[src/rtl/mac_pkg.sv]
// Shared constants for the MAC datapath: control-word bit positions, SEL codes, default widths.
// No logic; imported by mac_datapath and mac_out_fifo.
// No flow control of its own.
package mac_pkg;
    localparam int W_DEF     = 9;
    localparam int ACC_W_DEF = 2 * W_DEF + 2;

    localparam int LD_A    = 15;
    localparam int LD_B    = 14;
    localparam int LD_C    = 13;
    localparam int LD_P    = 12;
    localparam int LD_S    = 11;
    localparam int CLR_S   = 10;
    localparam int DONE    = 5;
    localparam int SEL_MSB = 4;
    localparam int SEL_LSB = 3;
    localparam int SUB     = 2;

    localparam logic [1:0] SEL_AB = 2'b00;
    localparam logic [1:0] SEL_AC = 2'b01;
    localparam logic [1:0] SEL_BC = 2'b10;
    localparam logic [1:0] SEL_AA = 2'b11;
endpackage

[src/rtl/mac_out_fifo.sv]
// Result buffer: synchronous FIFO with occupancy count and full/empty flags.
// Latency: a push is visible at the head one cycle later; o_dat is the registered head entry.
// Backpressure: the caller gates i_push/i_pop; push and pop in one cycle leave the count unchanged.
module mac_out_fifo #(
    parameter int DW    = 20,
    parameter int DEPTH = 2
) (
    input  logic                       clk,
    input  logic                       rst,
    input  logic                       i_push,
    input  logic [DW-1:0]              i_push_dat,
    input  logic                       i_pop,
    output logic [DW-1:0]              o_dat,
    output logic [$clog2(DEPTH):0]     o_count,
    output logic                       o_full,
    output logic                       o_empty
);
    localparam int PW = $clog2(DEPTH);

    logic [DW-1:0] r_mem [DEPTH];
    logic [PW-1:0] r_wr_ptr;
    logic [PW-1:0] r_rd_ptr;
    logic [PW:0]   r_count;

    // DEPTH is a power of two, so the pointers wrap by natural overflow.
    always_ff @(posedge clk or posedge rst) begin
        if (rst) begin
            r_wr_ptr <= '0;
            r_rd_ptr <= '0;
            r_count  <= '0;
        end else begin
            if (i_push) r_wr_ptr <= r_wr_ptr + 1'b1;
            if (i_pop)  r_rd_ptr <= r_rd_ptr + 1'b1;
            case ({i_push, i_pop})
                2'b10:   r_count <= r_count + 1'b1;
                2'b01:   r_count <= r_count - 1'b1;
                default: r_count <= r_count;
            endcase
        end
    end

    always_ff @(posedge clk) begin
        if (i_push) r_mem[r_wr_ptr] <= i_push_dat;
    end

    assign o_dat   = r_mem[r_rd_ptr];
    assign o_count = r_count;
    assign o_full  = (r_count == (PW+1)'(DEPTH));
    assign o_empty = (r_count == '0);
endmodule

[src/rtl/mac_datapath.sv]
// Signed MAC datapath driven by a 16-bit control word; results queue in mac_out_fifo. Optional MAC_SAT_EN: saturating accumulate.
// Latency: operand->P 1 cycle, P->S 1 cycle, DONE->out_valid 1 cycle (no bypass).
// Backpressure: in_ready=!full; DONE while full without a same-cycle pop drops the result and sets sticky drop_err.
module mac_datapath
    import mac_pkg::*;
#(
    parameter int W          = W_DEF,
    parameter int ACC_W      = 2 * W + 2,
    parameter int FIFO_DEPTH = 2
) (
    input  logic             clk,
    input  logic             rst,
    input  logic [15:0]      control,
    input  logic [W-1:0]     in_a,
    input  logic [W-1:0]     in_b,
    input  logic [W-1:0]     in_c,
    output logic             in_ready,
    output logic [ACC_W-1:0] out_data,
    output logic             out_valid,
    input  logic             out_ready,
    output logic             drop_err
);
    logic signed [W-1:0]     r_a, r_b, r_c;
    logic signed [2*W-1:0]   r_p;
    logic signed [ACC_W-1:0] r_s;
    logic                    r_drop;

    logic signed [W-1:0]     w_x, w_y;
    logic signed [2*W-1:0]   w_prod;
    logic signed [ACC_W-1:0] w_p_ext;
    logic signed [ACC_W-1:0] w_s_next;

    logic [ACC_W-1:0]            w_fifo_dat;
    logic [$clog2(FIFO_DEPTH):0] w_fifo_count;
    logic                        w_full, w_empty, w_push, w_pop, w_drop;
    logic                        w_unused;

    always_comb begin
        w_x = r_a;
        w_y = r_b;
        case (control[SEL_MSB:SEL_LSB])
            SEL_AB:  begin w_x = r_a; w_y = r_b; end
            SEL_AC:  begin w_x = r_a; w_y = r_c; end
            SEL_BC:  begin w_x = r_b; w_y = r_c; end
            default: begin w_x = r_a; w_y = r_a; end
        endcase
    end

    assign w_prod  = (2*W)'(w_x) * (2*W)'(w_y);
    assign w_p_ext = ACC_W'(r_p);

`ifdef MAC_SAT_EN
    localparam logic signed [ACC_W-1:0] S_MAX = {1'b0, {(ACC_W-1){1'b1}}};
    localparam logic signed [ACC_W-1:0] S_MIN = {1'b1, {(ACC_W-1){1'b0}}};
    logic signed [ACC_W:0] w_wide;

    assign w_wide = control[SUB] ? (ACC_W+1)'(r_s) - (ACC_W+1)'(w_p_ext)
                                 : (ACC_W+1)'(r_s) + (ACC_W+1)'(w_p_ext);

    // Disagreeing top two bits of the widened sum mean it left the ACC_W range.
    always_comb begin
        w_s_next = w_wide[ACC_W-1:0];
        if (w_wide[ACC_W] != w_wide[ACC_W-1])
            w_s_next = w_wide[ACC_W] ? S_MIN : S_MAX;
    end
`else
    assign w_s_next = control[SUB] ? r_s - w_p_ext : r_s + w_p_ext;
`endif

    always_ff @(posedge clk or posedge rst) begin
        if (rst) begin
            r_a    <= '0;
            r_b    <= '0;
            r_c    <= '0;
            r_p    <= '0;
            r_s    <= '0;
            r_drop <= 1'b0;
        end else begin
            if (control[LD_A]) r_a <= in_a;
            if (control[LD_B]) r_b <= in_b;
            if (control[LD_C]) r_c <= in_c;
            if (control[LD_P]) r_p <= w_prod;
            if (control[CLR_S])     r_s <= '0;
            else if (control[LD_S]) r_s <= w_s_next;
            if (w_drop) r_drop <= 1'b1;
        end
    end

    // A pop in the same cycle frees the slot, so a DONE into a full buffer still lands.
    assign w_pop  = !w_empty && out_ready;
    assign w_push = control[DONE] && (!w_full || w_pop);
    assign w_drop = control[DONE] && w_full && !w_pop;

    mac_out_fifo #(
        .DW    (ACC_W),
        .DEPTH (FIFO_DEPTH)
    ) u_out_fifo (
        .clk        (clk),
        .rst        (rst),
        .i_push     (w_push),
        .i_push_dat (r_s),
        .i_pop      (w_pop),
        .o_dat      (w_fifo_dat),
        .o_count    (w_fifo_count),
        .o_full     (w_full),
        .o_empty    (w_empty)
    );

    assign in_ready  = !w_full;
    assign out_valid = !w_empty;
    assign out_data  = w_empty ? '0 : w_fifo_dat;
    assign drop_err  = r_drop;

    assign w_unused = ^{control[9:6], control[1:0], w_fifo_count};
endmodule

[config.mk]
export PLATFORM = sky130hd
export DESIGN_NAME = mac_datapath
export DESIGN_NICKNAME = d
export VERILOG_FILES = /design/src/rtl/mac_pkg.sv /design/src/rtl/mac_out_fifo.sv /design/src/rtl/mac_datapath.sv
export SDC_FILE = /design/constraint.sdc
export NUM_CORES = 1
export LEC_CHECK = 0
export ABC_AREA = 1
export ABC_CLOCK_PERIOD_IN_PS = 15100
export BUFFER_PORTS_ARGS = -buffer_cell sky130_fd_sc_hd__buf_2
export CELL_PAD_IN_SITES_DETAIL_PLACEMENT = 0
export CELL_PAD_IN_SITES_GLOBAL_PLACEMENT = 1
export CORE_MARGIN = 10
export CORE_UTILIZATION = 40
export CTS_BUF_LIST = sky130_fd_sc_hd__clkbuf_16
export DETAILED_ROUTE_END_ITERATION = 16
export PLACE_DENSITY = 0.8
export SETUP_SLACK_MARGIN = 0.02
export SLEW_MARGIN = 40
export SYNTH_ARGS = -nofsm -noshare
export SYNTH_HDL_FRONTEND = slang
export SYNTH_SLANG_ARGS = --single-unit
[constraint.sdc]
create_clock -name clk -period 15.1 [get_ports clk]
set_clock_uncertainty 0.15 [all_clocks]
set_input_delay 2.265 -clock clk [delete_from_list [all_inputs] [get_ports clk]]
set_output_delay 2.265 -clock clk [all_outputs]
set_load 0.02 [all_outputs]
==> results of run 1 <==
-- per-stage QoR --
| step | utilization [%] | power (mW) | hold slack (ns) |
|---|---|---|---|
| floorplan | - | 1.86 | 0.292 |
| global placement | 43.4 | 2.24 | 0.301 |
| detailed placement | 43.5 | 2.26 | 0.308 |
| CTS | 44.7 | 2.52 | 0.329 |
| global route | 44.7 | 2.84 | 0.353 |
| finish | 44.7 | 2.49 | 0.324 |
-- cells in the final DEF, fill, tap and decap left out, drive strengths merged --
master    synthesis  routed
ha               61      61
clkinvlp          0       1
and2              2       2
a32o              1       1
dfrtp            70      70
mux2             18      18
buf              11      67
o22ai             2       2
o31ai             1       1
o21ai            77      77
nor4              1       1
nand3            50      50
inv             197     200
edfxtp           40      40
o21bai            4       4
xnor2             8       8
a31oi             1       1
xor2             19      19
nand2           288     288
clkinv            0       2
nand3b            4       4
nor2            100     100
clkbuf           10      10
or2               4       4
fa               71      71
nand4             8       8
nor3              9       9
a221o             8       8
a21oi            51      51
-- cell type report --
| type | count | area (um2) | area share, % |
|---|---|---|---|
| Tap cell | 285 | 357 | 3.51 |
| Timing Repair Buffer | 67 | 352 | 3.46 |
| Clock inverter | 6 | 36.3 | 0.357 |
| Sequential cell | 110 | 2950 | 29.1 |
| Inverter | 197 | 742 | 7.30 |
| Clock buffer | 10 | 250 | 2.46 |
| Multi-Input combinational cell | 788 | 5470 | 53.9 |
-- worst register-to-register path, stage by stage, from the launching register on --
cell,delay (ns)
sky130_fd_sc_hd__dfrtp_1,0.41
sky130_fd_sc_hd__a221o_1,0.35
sky130_fd_sc_hd__o21ai_2,0.12
sky130_fd_sc_hd__nor2_1,0.15
sky130_fd_sc_hd__fa_1,0.60
sky130_fd_sc_hd__inv_1,0.16
sky130_fd_sc_hd__fa_1,0.75
sky130_fd_sc_hd__fa_1,0.48
sky130_fd_sc_hd__fa_1,0.54
sky130_fd_sc_hd__inv_1,0.04
sky130_fd_sc_hd__ha_1,0.29
sky130_fd_sc_hd__ha_1,0.35
sky130_fd_sc_hd__inv_1,0.13
sky130_fd_sc_hd__o21ai_0,0.10
sky130_fd_sc_hd__inv_1,0.10
sky130_fd_sc_hd__nor2_1,0.05
sky130_fd_sc_hd__nor2_1,0.08
sky130_fd_sc_hd__nand2_1,0.05
sky130_fd_sc_hd__nor2_1,0.13
sky130_fd_sc_hd__nand3_1,0.10
sky130_fd_sc_hd__nand3_1,0.11
sky130_fd_sc_hd__nand2_1,0.06
-- metal layers --
metal  vias to the layer above  share of wire [%]
li1                       3656                  -
met1                      3455                 43
met2                       124                 52
met3                        17                3.6
met4                         0                1.5
met5                         -                  0
-- flip-flops by register name, indices dropped and copies added (netlist names) --
signal and count:
r_a 9, r_b 9, r_p 18, u_out_fifo.r_wr_ptr 1
u_out_fifo.r_mem 40, u_out_fifo.o_count 2, r_c 9, u_out_fifo.r_rd_ptr 1
drop_err 1, r_s 20
-- worst paths after layout --
check / depth (start not counted) / to / slack [ns]
min reg2reg: 1 / drop_err$_DFFE_PP0P_ / 0.32
max in group asynchronous: 3 / r_s[17]$_DFFE_PP0P_ / 12.42
max reg2reg: 21 / r_p[17]$_DFFE_PP0P_ / 9.69
min: 1 / drop_err$_DFFE_PP0P_ / 0.32
min in group asynchronous: 3 / r_c[8]$_DFFE_PP0P_ / 1.93
max: 26 / r_p[17]$_DFFE_PP0P_ / 7.40
-- report_power, final --
| group | leakage, nW | total [mW] | internal, mW | switching, mW |
|---|---|---|---|---|
| Clock | 0.144 | 0.237 | 0.122 | 0.116 |
| Sequential | 1.25 | 0.497 | 0.418 | 0.0792 |
| Combinational | 3.72 | 1.75 | 0.656 | 1.10 |
-- cells by family after synthesis --
kind of cell,after synthesis
buffers and inverters,218
multiplexers,18
flip-flops,110
XOR/XNOR,27
AND/OR/NAND/NOR,466
adder cells (fa/ha/maj),132
AO/OA/AOI/OAI,145
==> implementation parameters, run 1 <==
Parameter                              Value

Yosys
  Post-Synth Simple-Gate Area ... 21.4%
  Synth Warn # ... 0
  Seq/Total Area, Yosys ... 31.9%
  Post-synthesis share of cell area spent on xor and xnor gates ... 2.55%
  Most used flip-flop cell after synthesis ... sky130_fd_sc_hd__dfrtp_1
  Mean instance size in the synthesized netlist ... 8.30 um2
  Cells taking the most area after synthesis ... sky130_fd_sc_hd__dfrtp_1, sky130_fd_sc_hd__fa_1, sky130_fd_sc_hd__edfxtp_1, sky130_fd_sc_hd__nand2_1, sky130_fd_sc_hd__ha_1
  Number of flops mapped to enable cells by yosys ... 40
  Number of standard cells after synthesis ... 1116
  Yosys top cell area share ... 18.9%
  Asr flop ratio synth ... 63.6%
  Count leader, synth ... sky130_fd_sc_hd__nand2_1
  Share of the synthesized area in compound gates (AO/OA/AOI/OAI) ... 9.32%
  Fraction of the mapped netlist area in adder cells ... 23.6%
  Number of unique standard cell types used by synthesis ... 43
  Synth Cell Area ... 9270 um2
  Multiplexer share of the synthesized area ... 2.19%
  Cell accounting for the most synthesized area ... sky130_fd_sc_hd__dfrtp_1
  Top cell types by occurrence after synthesis ... sky130_fd_sc_hd__nand2_1, sky130_fd_sc_hd__inv_1, sky130_fd_sc_hd__nor2_1, sky130_fd_sc_hd__fa_1, sky130_fd_sc_hd__dfrtp_1
  Total nets after synthesis ... 1294
  Main combinational cell family by area after synthesis ... adder cells
  Post-synthesis sequential element count ... 110

Global routing
  Maximum number of pins on one net before global-route repair ... 71
  Met1 routing resource usage after global routing ... 17.7%
  First-pass GRT wire length ... 36100 um
  Met3 Use GR ... 2.03%
  All-Layer GR Usage ... 14.9%
  GR met2 Demand/Resource ... 27.6%
  Remaining global-route overflow ... 0
  Most used routing layer ... met2
  Initial antenna violation count ... 0
  Via count of the first global-routing pass ... 7698

Placed design
  Post-detailed-placement cell area ... 9870 um2
  Count of input and output buffers ... 62
  GPL Wtd Cong ... 0.862
  Placed wire-length estimate ... 16600 um
  DP Cell Count ... 1447
  Post-placement worst setup slack ... 6.98 ns

Clock tree
  Root Driver ... sky130_fd_sc_hd__clkbuf_16
  CTS tree ... yes
  Num Clock Sinks ... 110
  Maximum clock insertion buffer count ... 2
  Resized cells post-CTS ... 0
  Post-CTS Hold Buffers ... 0
  Clock-pin slew reported for the worst setup and hold paths after clock tree synthesis ... 0.07 ns
  CTS Buf Count ... 9
  Post-CTS Setup Repair Bufs ... 0
  Worst-skew pair later-pin latency ... 0.36 ns
  # H-tree levels ... 3

Timing
  Slew Limit Headroom ... 50.8%
  Setup tns final ... 0 ns
  Final setup vio count ... 0
  Final critical path time including I/O delays and setup ... 7.70 ns
  Setup repair after global routing missed its margin ... no
  Post-route clock period utilization ... 51.0%
  Setup ws final ... 7.40 ns
  FMAX ... 130 MHz
  Slew at the pin closest to its max-slew limit ... 0.737 ns
  Hold Violations, Final ... 0
  Pins Over Slew Limit ... 0

Worst setup path
  Worst EP required ... 15.19 ns
  Crit path max-delay cell type ... sky130_fd_sc_hd__ha_1
  Kind of end point of the critical path ... register
  Start-to-end type of the worst setup path ... input pin to register
  Crit path top cell by count ... sky130_fd_sc_hd__inv_1
  Kind of cell adding the most delay to the critical path ... adder cells
  Maximum fanout count along the critical path ... 18
  Startpoint class of the critical path ... input pin
  Maximum single-stage delay on the critical path ... 0.63 ns
  Source of the critical timing path ... control[3]
  Arrival time at the worst endpoint ... 7.79 ns
  WP buf/inv ... 8
  Worst reg2reg path startpoint ... r_b[1]$_DFFE_PP0P_

Layout
  Syn-to-layout area delta ... 9.67%
  Share of post-route cells with drive strength above 1 ... 12.9%
  Antenna Cells ... 0
  Fin cells ... 1463
  Layout net count ... 1351
  Final Cell Area ... 10200 um2
  Number of inserted filler cells in the final layout ... 2329

Run status
  Result of the run ... finished clean

Floorplan
  Area of the core region ... 22700 um2
  I/O pin cnt ... 69
  Die area ... 29700 um2
  Chip Width ... 172 um
  Vert. Die Dim ... 172 um
  Starting Density ... 40.8%
  Site Rows ... 55

Hold path
  Startpoint of the tightest hold check path ... drop_err$_DFFE_PP0P_
  Type of the worst min-delay path ... register to register

Routing
  DRC violations left ... 0
  Vias per cell ... 4.96
  Iteration-0 DRC Markers ... 353
  Number of vias after detailed routing ... 7252
  Sum of routed wire length over all layers ... 20600 um
  Antenna-violating nets left ... 0
  First-pass detailed-route iteration total ... 5
  Routed wirelength normalized by instance count ... 14.1 um

Power and ir drop
  Power Density ... 245 nW/um2
  Leakage power summed over all cells ... 5.11 nW
  Worst VDD drop ... 254 uV

Run
  Max-Cap Viols ... 0
Power figures use the tool's default switching activity.
==> run 2: changes to the inputs <==
ABC_AREA = 0   (was 1)
ABC_CLOCK_PERIOD_IN_PS = 7700   (was 15100)
PLACE_DENSITY = 0.78   (was 0.8)
clock period = 7.7 ns   (was 15.1 ns; I/O delays follow)
==> implementation parameters, run 2 <==
Parameter                              Value

Run status
  Result of the run ... finished clean

Yosys
  Share of the synthesized area in compound gates (AO/OA/AOI/OAI) ... 11.6%
  Asr flop ratio synth ... 63.6%
  Fraction of the mapped netlist area in adder cells ... 24.3%
  Multiplexer share of the synthesized area ... 9.58%
  Post-synthesis share of cell area spent on xor and xnor gates ... 4.19%
  Yosys top cell area share ... 19.5%
  Seq/Total Area, Yosys ... 32.8%
  Count leader, synth ... sky130_fd_sc_hd__nor2_1
  Cells taking the most area after synthesis ... sky130_fd_sc_hd__dfrtp_1, sky130_fd_sc_hd__fa_1, sky130_fd_sc_hd__edfxtp_1, sky130_fd_sc_hd__ha_1, sky130_fd_sc_hd__mux2_2
  Total nets after synthesis ... 1057
  Post-Synth Simple-Gate Area ... 12.3%
  Synth Cell Area ... 9000 um2
  Mean instance size in the synthesized netlist ... 10.2 um2
  Synth Warn # ... 0
  Most used flip-flop cell after synthesis ... sky130_fd_sc_hd__dfrtp_1
  Post-synthesis sequential element count ... 110
  Main combinational cell family by area after synthesis ... adder cells
  Cell accounting for the most synthesized area ... sky130_fd_sc_hd__dfrtp_1
  Number of standard cells after synthesis ... 879
  Number of flops mapped to enable cells by yosys ... 40
  Number of unique standard cell types used by synthesis ... 72
  Top cell types by occurrence after synthesis ... sky130_fd_sc_hd__nor2_1, sky130_fd_sc_hd__inv_1, sky130_fd_sc_hd__fa_1, sky130_fd_sc_hd__dfrtp_1, sky130_fd_sc_hd__nand2_1

Worst setup path
  Startpoint class of the critical path ... input pin
  Worst EP required ... 7.80 ns
  Arrival time at the worst endpoint ... 6.62 ns
  Start-to-end type of the worst setup path ... input pin to register
  Cell Chain, Critical Path ... buf_2 -> ha_1 -> a21oi_1 -> or2_2 -> fa_1 -> fa_1 -> inv_1 -> fa_1 -> fa_1 -> inv_1 -> fa_1 -> inv_1 -> ha_1 -> o21a_1 -> o31ai_2 -> a21oi_2 -> a311oi_2 -> xnor2_1 -> mux2_4
  Kind of cell adding the most delay to the critical path ... adder cells
  Maximum fanout count along the critical path ... 24
  Crit path max-delay cell type ... sky130_fd_sc_hd__ha_1
  Maximum single-stage delay on the critical path ... 0.64 ns
  WP buf/inv ... 4
  Kind of end point of the critical path ... register
  Crit path top cell by count ... sky130_fd_sc_hd__fa_1

Hold path
  Type of the worst min-delay path ... register to register

Clock tree
  Maximum clock insertion buffer count ... 2
  Worst-skew pair later-pin latency ... 0.36 ns
  CTS Buf Count ... 9
  Post-CTS Hold Buffers ... 0
  Root Driver ... sky130_fd_sc_hd__clkbuf_16
  CTS tree ... yes
  # H-tree levels ... 3
  Clock-pin slew reported for the worst setup and hold paths after clock tree synthesis ... 0.08 ns
  Resized cells post-CTS ... 0
  Post-CTS Setup Repair Bufs ... 0
  Num Clock Sinks ... 110

Floorplan
  Chip Width ... 170 um
  I/O pin cnt ... 69
  Die area ... 28900 um2
  Area of the core region ... 22000 um2
  Starting Density ... 41.0%
  Site Rows ... 54
  Vert. Die Dim ... 170 um

Global routing
  Initial antenna violation count ... 0
  Remaining global-route overflow ... 0
  Maximum number of pins on one net before global-route repair ... 71
  All-Layer GR Usage ... 13.5%
  First-pass GRT wire length ... 32200 um
  Via count of the first global-routing pass ... 6689

Timing
  Setup tns final ... 0 ns
  Setup repair after global routing missed its margin ... no
  Post-route clock period utilization ... 84.7%
  Final setup vio count ... 0
  Slew at the pin closest to its max-slew limit ... 0.758 ns
  Slew Limit Headroom ... 49.5%
  Setup ws final ... 1.18 ns
  FMAX ... 153 MHz
  Pins Over Slew Limit ... 0
  Final Hold Slack ... 0.315 ns
  Hold Violations, Final ... 0
  Final critical path time including I/O delays and setup ... 6.52 ns

Power and ir drop
  Switching power ... 2.21 mW
  Leakage power summed over all cells ... 4.57 nW
  Seq pwr share ... 21.3%
  Power Internal ... 2.54 mW
  Power Density ... 476 nW/um2
  Logic pwr share ... 68.6%
  Proportion of total power due to net switching ... 46.5%
  Worst VDD drop ... 405 uV
  Clock power frac ... 10.1%

Routing
  First-pass detailed-route iteration total ... 4
  Number of vias after detailed routing ... 6253
  Antenna-violating nets left ... 0
  Sum of routed wire length over all layers ... 18400 um
  Iteration-0 DRC Markers ... 222
  DRC violations left ... 0
  Vias per cell ... 5.10
  Routed wirelength normalized by instance count ... 15.0 um

Layout
  Antenna Cells ... 0
  Register containing the most flip-flops in the final layout ... u_out_fifo.r_mem
  Syn-to-layout area delta ... 10.9%
  Max reg flops ... 40
  Layout net count ... 1118
  Commonest cells after routing, fill and taps aside ... sky130_fd_sc_hd__nor2_1, sky130_fd_sc_hd__inv_1, sky130_fd_sc_hd__fa_1
  Most frequent standard cell in the layout excluding fill and tap cells ... sky130_fd_sc_hd__nor2_1
  Share of post-route cells with drive strength above 1 ... 17.4%
  Top Registers ... u_out_fifo.r_mem: 40 flops, r_s: 20 flops, r_p: 18 flops

Placed design
  Post-placement worst setup slack ... 0.767 ns
  GPL Wtd Cong ... 0.866
  Placed wire-length estimate ... 14700 um
  Count of input and output buffers ... 62

Run
  Max-Cap Viols ... 0
## run 2: cell types whose count changed after synthesis, moves of 14 or more
cell                       delta
sky130_fd_sc_hd__nand2_1    -210
sky130_fd_sc_hd__inv_1       -94
sky130_fd_sc_hd__nand3_1     -39
sky130_fd_sc_hd__mux2i_1     +34
sky130_fd_sc_hd__o21ai_0     -30
sky130_fd_sc_hd__xnor2_1     +27
sky130_fd_sc_hd__mux2_2      +26
sky130_fd_sc_hd__nand2b_1    +18
sky130_fd_sc_hd__o21ai_2     -17
sky130_fd_sc_hd__clkbuf_1    +14
## run 2: final timing paths
check | end | slack [ns] | cells after the start | start
worst max-delay path | r_p[17]$_DFFE_PP0P_ | 1.18 | 19 | control[4]
worst min-delay path | drop_err$_DFFE_PP0P_ | 0.31 | 1 | drop_err$_DFFE_PP0P_
worst max register to register | r_p[17]$_DFFE_PP0P_ | 2.19 | 19 | r_b[0]$_DFFE_PP0P_
worst min register to register | drop_err$_DFFE_PP0P_ | 0.31 | 1 | drop_err$_DFFE_PP0P_
max in group asynchronous | u_out_fifo.r_rd_ptr$_DFFE_PP0P_ | 6.12 | 3 | rst
min in group asynchronous | r_p[2]$_DFFE_PP0P_ | 0.81 | 3 | rst
## run 2: area by class of cell
cell class	count	area [um2]
Multi-Input combinational cell	642	5570
Tap cell	280	350
Clock inverter	7	77.6
Fill cell	2111	12000
Timing Repair Buffer	78	434
Sequential cell	110	2950
Inverter	99	372
Clock buffer	9	225
## run 2: power groups by stage
stage | logic [mW] | clock network (mW) | registers (mW)
CTS | 3.30 | 0.493 | 1.01
detailed placement | 3.26 | 0 | 1.03
global route | 3.75 | 0.516 | 1.04
finish | 3.26 | 0.479 | 1.01
floorplan | 2.67 | 0 | 0.946
global placement | 3.21 | 0 | 1.01
## run 2: kinds of logic (layout without fill, tap and decap cells)
family                   count (synthesis)  in the layout
multiplexers                            80             80
buffers and inverters                  127            193
AO/OA/AOI/OAI                          149            149
AND/OR/NAND/NOR                        238            238
flip-flops                             110            110
adder cells (fa/ha/maj)                132            132
XOR/XNOR                                43             43
## run 2: per-layer routing
metal / vias to the layer above / routed length, um / share of wire [%] / GRT usage [%]
met4: 0 / 214 / 1.2 / 2.90
met2: 108 / 8960 / 49 / 23.4
met5: - / 0 / 0 / 0
met1: 3011 / 8360 / 45 / 16.6
met3: 19 / 870 / 4.7 / 3.29
li1: 3115 / - / - / -
## run 2: through the flow
stage	instances	instance area, um2	total power, mW	utilization [%]
after floorplan	879	9000	3.61	-
after global placement	1209	9670	4.22	44.0
after detailed placement	1209	9680	4.29	44.1
after CTS	1225	9980	4.81	45.5
after global routing	1225	9980	5.30	45.5
final	1225	9980	4.75	45.5
==> run 3: changes to the inputs <==
ABC_AREA = 1   (was 0)
ABC_CLOCK_PERIOD_IN_PS = 5300   (was 7700)
PLACE_DENSITY = 0.83   (was 0.78)
clock period = 5.3 ns   (was 7.7 ns; I/O delays follow)
==> implementation parameters, run 3 (synthesized netlist as in run 1, its figures left out) <==
Parameter                              Value

Timing
  FMAX ... 187 MHz
  Pins Over Slew Limit ... 0
  Post-route clock period utilization ... 101%
  Slew Limit Headroom ... 51.6%
  Slew at the pin closest to its max-slew limit ... 0.725 ns
  Final setup vio count ... 5
  Hold Violations, Final ... 0
  Setup repair after global routing missed its margin ... yes
  Setup ws final ... -0.0552 ns
  Final critical path time including I/O delays and setup ... 5.36 ns

Worst setup path
  R2r worst-path depth ... 18
  Critical Path End ... r_p[15]$_DFFE_PP0P_
  Reg-to-Reg End ... r_p[16]$_DFFE_PP0P_
  Worst reg2reg setup slack ... 0.47 ns
  Kind of end point of the critical path ... register
  Start-to-end type of the worst setup path ... input pin to register
  Worst EP required ... 5.42 ns
  Maximum fanout count along the critical path ... 9
  Startpoint class of the critical path ... input pin
  Arrival time at the worst endpoint ... 5.47 ns
  Worst reg2reg path startpoint ... r_b[6]$_DFFE_PP0P_
  Source of the critical timing path ... control[4]

Floorplan
  Vert. Die Dim ... 172 um
  Site Rows ... 55
  Area of the core region ... 22700 um2
  Chip Width ... 172 um
  Starting Density ... 40.8%
  Die area ... 29700 um2
  I/O pin cnt ... 69

Routing
  Iteration-0 DRC Markers ... 391
  Number of vias after detailed routing ... 7598
  Antenna-violating nets left ... 0
  Vias per cell ... 4.91
  First-pass detailed-route iteration total ... 5
  DRC violations left ... 0
  Sum of routed wire length over all layers ... 21700 um
  Routed wirelength normalized by instance count ... 14.1 um

Clock tree
  Post-CTS Setup Repair Bufs ... 0
  Root Driver ... sky130_fd_sc_hd__clkbuf_16
  Clock-pin slew reported for the worst setup and hold paths after clock tree synthesis ... 0.08 ns
  CTS Buf Count ... 9
  Num Clock Sinks ... 110
  Worst-skew pair later-pin latency ... 0.37 ns
  Post-CTS Hold Buffers ... 0
  Maximum clock insertion buffer count ... 2
  # H-tree levels ... 3
  CTS tree ... yes

Layout
  Final Cell Area ... 11300 um2
  Layout net count ... 1434
  Top Registers ... u_out_fifo.r_mem: 40 flops, r_s: 20 flops, r_p: 18 flops
  Commonest cells after routing, fill and taps aside ... sky130_fd_sc_hd__nand2_1, sky130_fd_sc_hd__inv_1, sky130_fd_sc_hd__nor2_1
  Max reg flops ... 40
  Most frequent standard cell in the layout excluding fill and tap cells ... sky130_fd_sc_hd__nand2_1
  Register containing the most flip-flops in the final layout ... u_out_fifo.r_mem
  Share of post-route cells with drive strength above 1 ... 23.9%
  Syn-to-layout area delta ... 21.9%
  Antenna Cells ... 0

Placed design
  Post-detailed-placement cell area ... 10800 um2
  GPL Wtd Cong ... 0.863
  Count of input and output buffers ... 62
  Placed wire-length estimate ... 17500 um

Global routing
  First-pass GRT wire length ... 37900 um
  All-Layer GR Usage ... 15.7%
  Via count of the first global-routing pass ... 8091
  Initial antenna violation count ... 0
  Remaining global-route overflow ... 0
  Maximum number of pins on one net before global-route repair ... 47

Hold path
  Cell depth of the worst min-delay path ... 0
  Type of the worst min-delay path ... register to register

Run status
  Violated checks ... setup timing
  Result of the run ... finished with violations

Run
  Max-Cap Viols ... 0
run 3: cell count changes in the layout (fill, tap and decap cells not counted), moves of 13 or more:
| cell | before | now |
|---|---|---|
| sky130_fd_sc_hd__buf_4 | 15 | 83 |
| sky130_fd_sc_hd__ha_1 | 61 | 40 |
| sky130_fd_sc_hd__ha_4 | 0 | 19 |
| sky130_fd_sc_hd__inv_1 | 98 | 177 |
| sky130_fd_sc_hd__mux2_2 | 44 | 18 |
| sky130_fd_sc_hd__mux2i_1 | 34 | 0 |
| sky130_fd_sc_hd__nand2_1 | 66 | 267 |
| sky130_fd_sc_hd__nand2_2 | 1 | 20 |
| sky130_fd_sc_hd__nand2b_1 | 18 | 0 |
| sky130_fd_sc_hd__nand3_1 | 7 | 42 |
| sky130_fd_sc_hd__nor2_1 | 101 | 88 |
| sky130_fd_sc_hd__o21ai_0 | 25 | 50 |
| sky130_fd_sc_hd__xnor2_1 | 35 | 8 |
run 3: stage by stage:
stage / hold slack, ns / util [%] / setup TNS (ns) / cells / worst slack [ns]
finish: 0.338 / 49.8 / -0.242 / 1546 / -0.0552
CTS: 0.336 / 49.6 / -0.358 / 1546 / -0.0897
detailed placement: 0.319 / 47.8 / -5.24 / 1530 / -0.576
global route: 0.344 / 49.8 / -2.38 / 1546 / -0.336
floorplan: 0.292 / - / -0.299 / 1116 / -0.0671
global placement: 0.300 / 47.7 / -4.78 / 1530 / -0.540
run 3: critical path: stages:
cell,delay [ns]
sky130_fd_sc_hd__buf_4,0.12
sky130_fd_sc_hd__buf_12,0.13
sky130_fd_sc_hd__inv_12,0.04
sky130_fd_sc_hd__ha_4,0.22
sky130_fd_sc_hd__a221o_1,0.32
sky130_fd_sc_hd__o21ai_2,0.07
sky130_fd_sc_hd__buf_6,0.14
sky130_fd_sc_hd__nor2_2,0.05
sky130_fd_sc_hd__fa_1,0.60
sky130_fd_sc_hd__inv_2,0.10
sky130_fd_sc_hd__fa_1,0.54
sky130_fd_sc_hd__inv_1,0.05
sky130_fd_sc_hd__fa_1,0.46
sky130_fd_sc_hd__fa_1,0.60
sky130_fd_sc_hd__ha_4,0.22
sky130_fd_sc_hd__ha_4,0.28
sky130_fd_sc_hd__nand2_1,0.08
sky130_fd_sc_hd__inv_1,0.06
sky130_fd_sc_hd__nand2_1,0.07
sky130_fd_sc_hd__buf_4,0.14
sky130_fd_sc_hd__nand3_2,0.09
sky130_fd_sc_hd__nand3_2,0.07
sky130_fd_sc_hd__nand2_1,0.07
sky130_fd_sc_hd__nand2_1,0.05
sky130_fd_sc_hd__nand3_1,0.06
sky130_fd_sc_hd__nand2_1,0.05
run 3: what timing repair did:
action | 4_1_cts | 5_1_grt
hold endpoints to repair | 0 | 0
resized for setup | 26 | 9
pin swaps | 11 | 3
setup endpoints to repair | 9 | 10
cloned | 0 | 0
run 3: worst min-delay path by stage:
stage,start,endpoint,slack (ns)
2_1_floorplan,r_s[0]$_DFFE_PP0P_,u_out_fifo.r_mem[0][0]$_DFFE_PP_,0.29
3_3_place_gp,r_s[0]$_DFFE_PP0P_,u_out_fifo.r_mem[1][0]$_DFFE_PP_,0.30
3_5_place_dp,r_s[0]$_DFFE_PP0P_,u_out_fifo.r_mem[0][0]$_DFFE_PP_,0.32
4_1_cts,drop_err$_DFFE_PP0P_,drop_err$_DFFE_PP0P_,0.34
5_1_grt,r_s[0]$_DFFE_PP0P_,u_out_fifo.r_mem[1][0]$_DFFE_PP_,0.34
6_report,r_s[0]$_DFFE_PP0P_,u_out_fifo.r_mem[1][0]$_DFFE_PP_,0.34
run 3: cell type report:
| class | instances | area, um2 |
|---|---|---|
| multi-input combinational | 788 | 5900 |
| fill | 2183 | 11400 |
| tap | 285 | 357 |
| sequential | 110 | 2950 |
| clock buffer | 9 | 225 |
| clock inverter | 7 | 80.1 |
| timing repair buffer | 150 | 1010 |
| inverter | 197 | 769 |
run 3: metal layers:
| layer | GRT usage, % | vias to the layer above | wire length, um |
|---|---|---|---|
| li1 | - | 3822 | - |
| met1 | 19.1 | 3655 | 9620 |
| met2 | 28.8 | 106 | 11200 |
| met3 | 1.37 | 15 | 705 |
| met4 | 4.42 | 0 | 244 |
| met5 | 0 | - | 0 |
Power of run 3 is not shown: default switching activity piles up to over one toggle a cycle in this logic, so the estimate is an artifact.
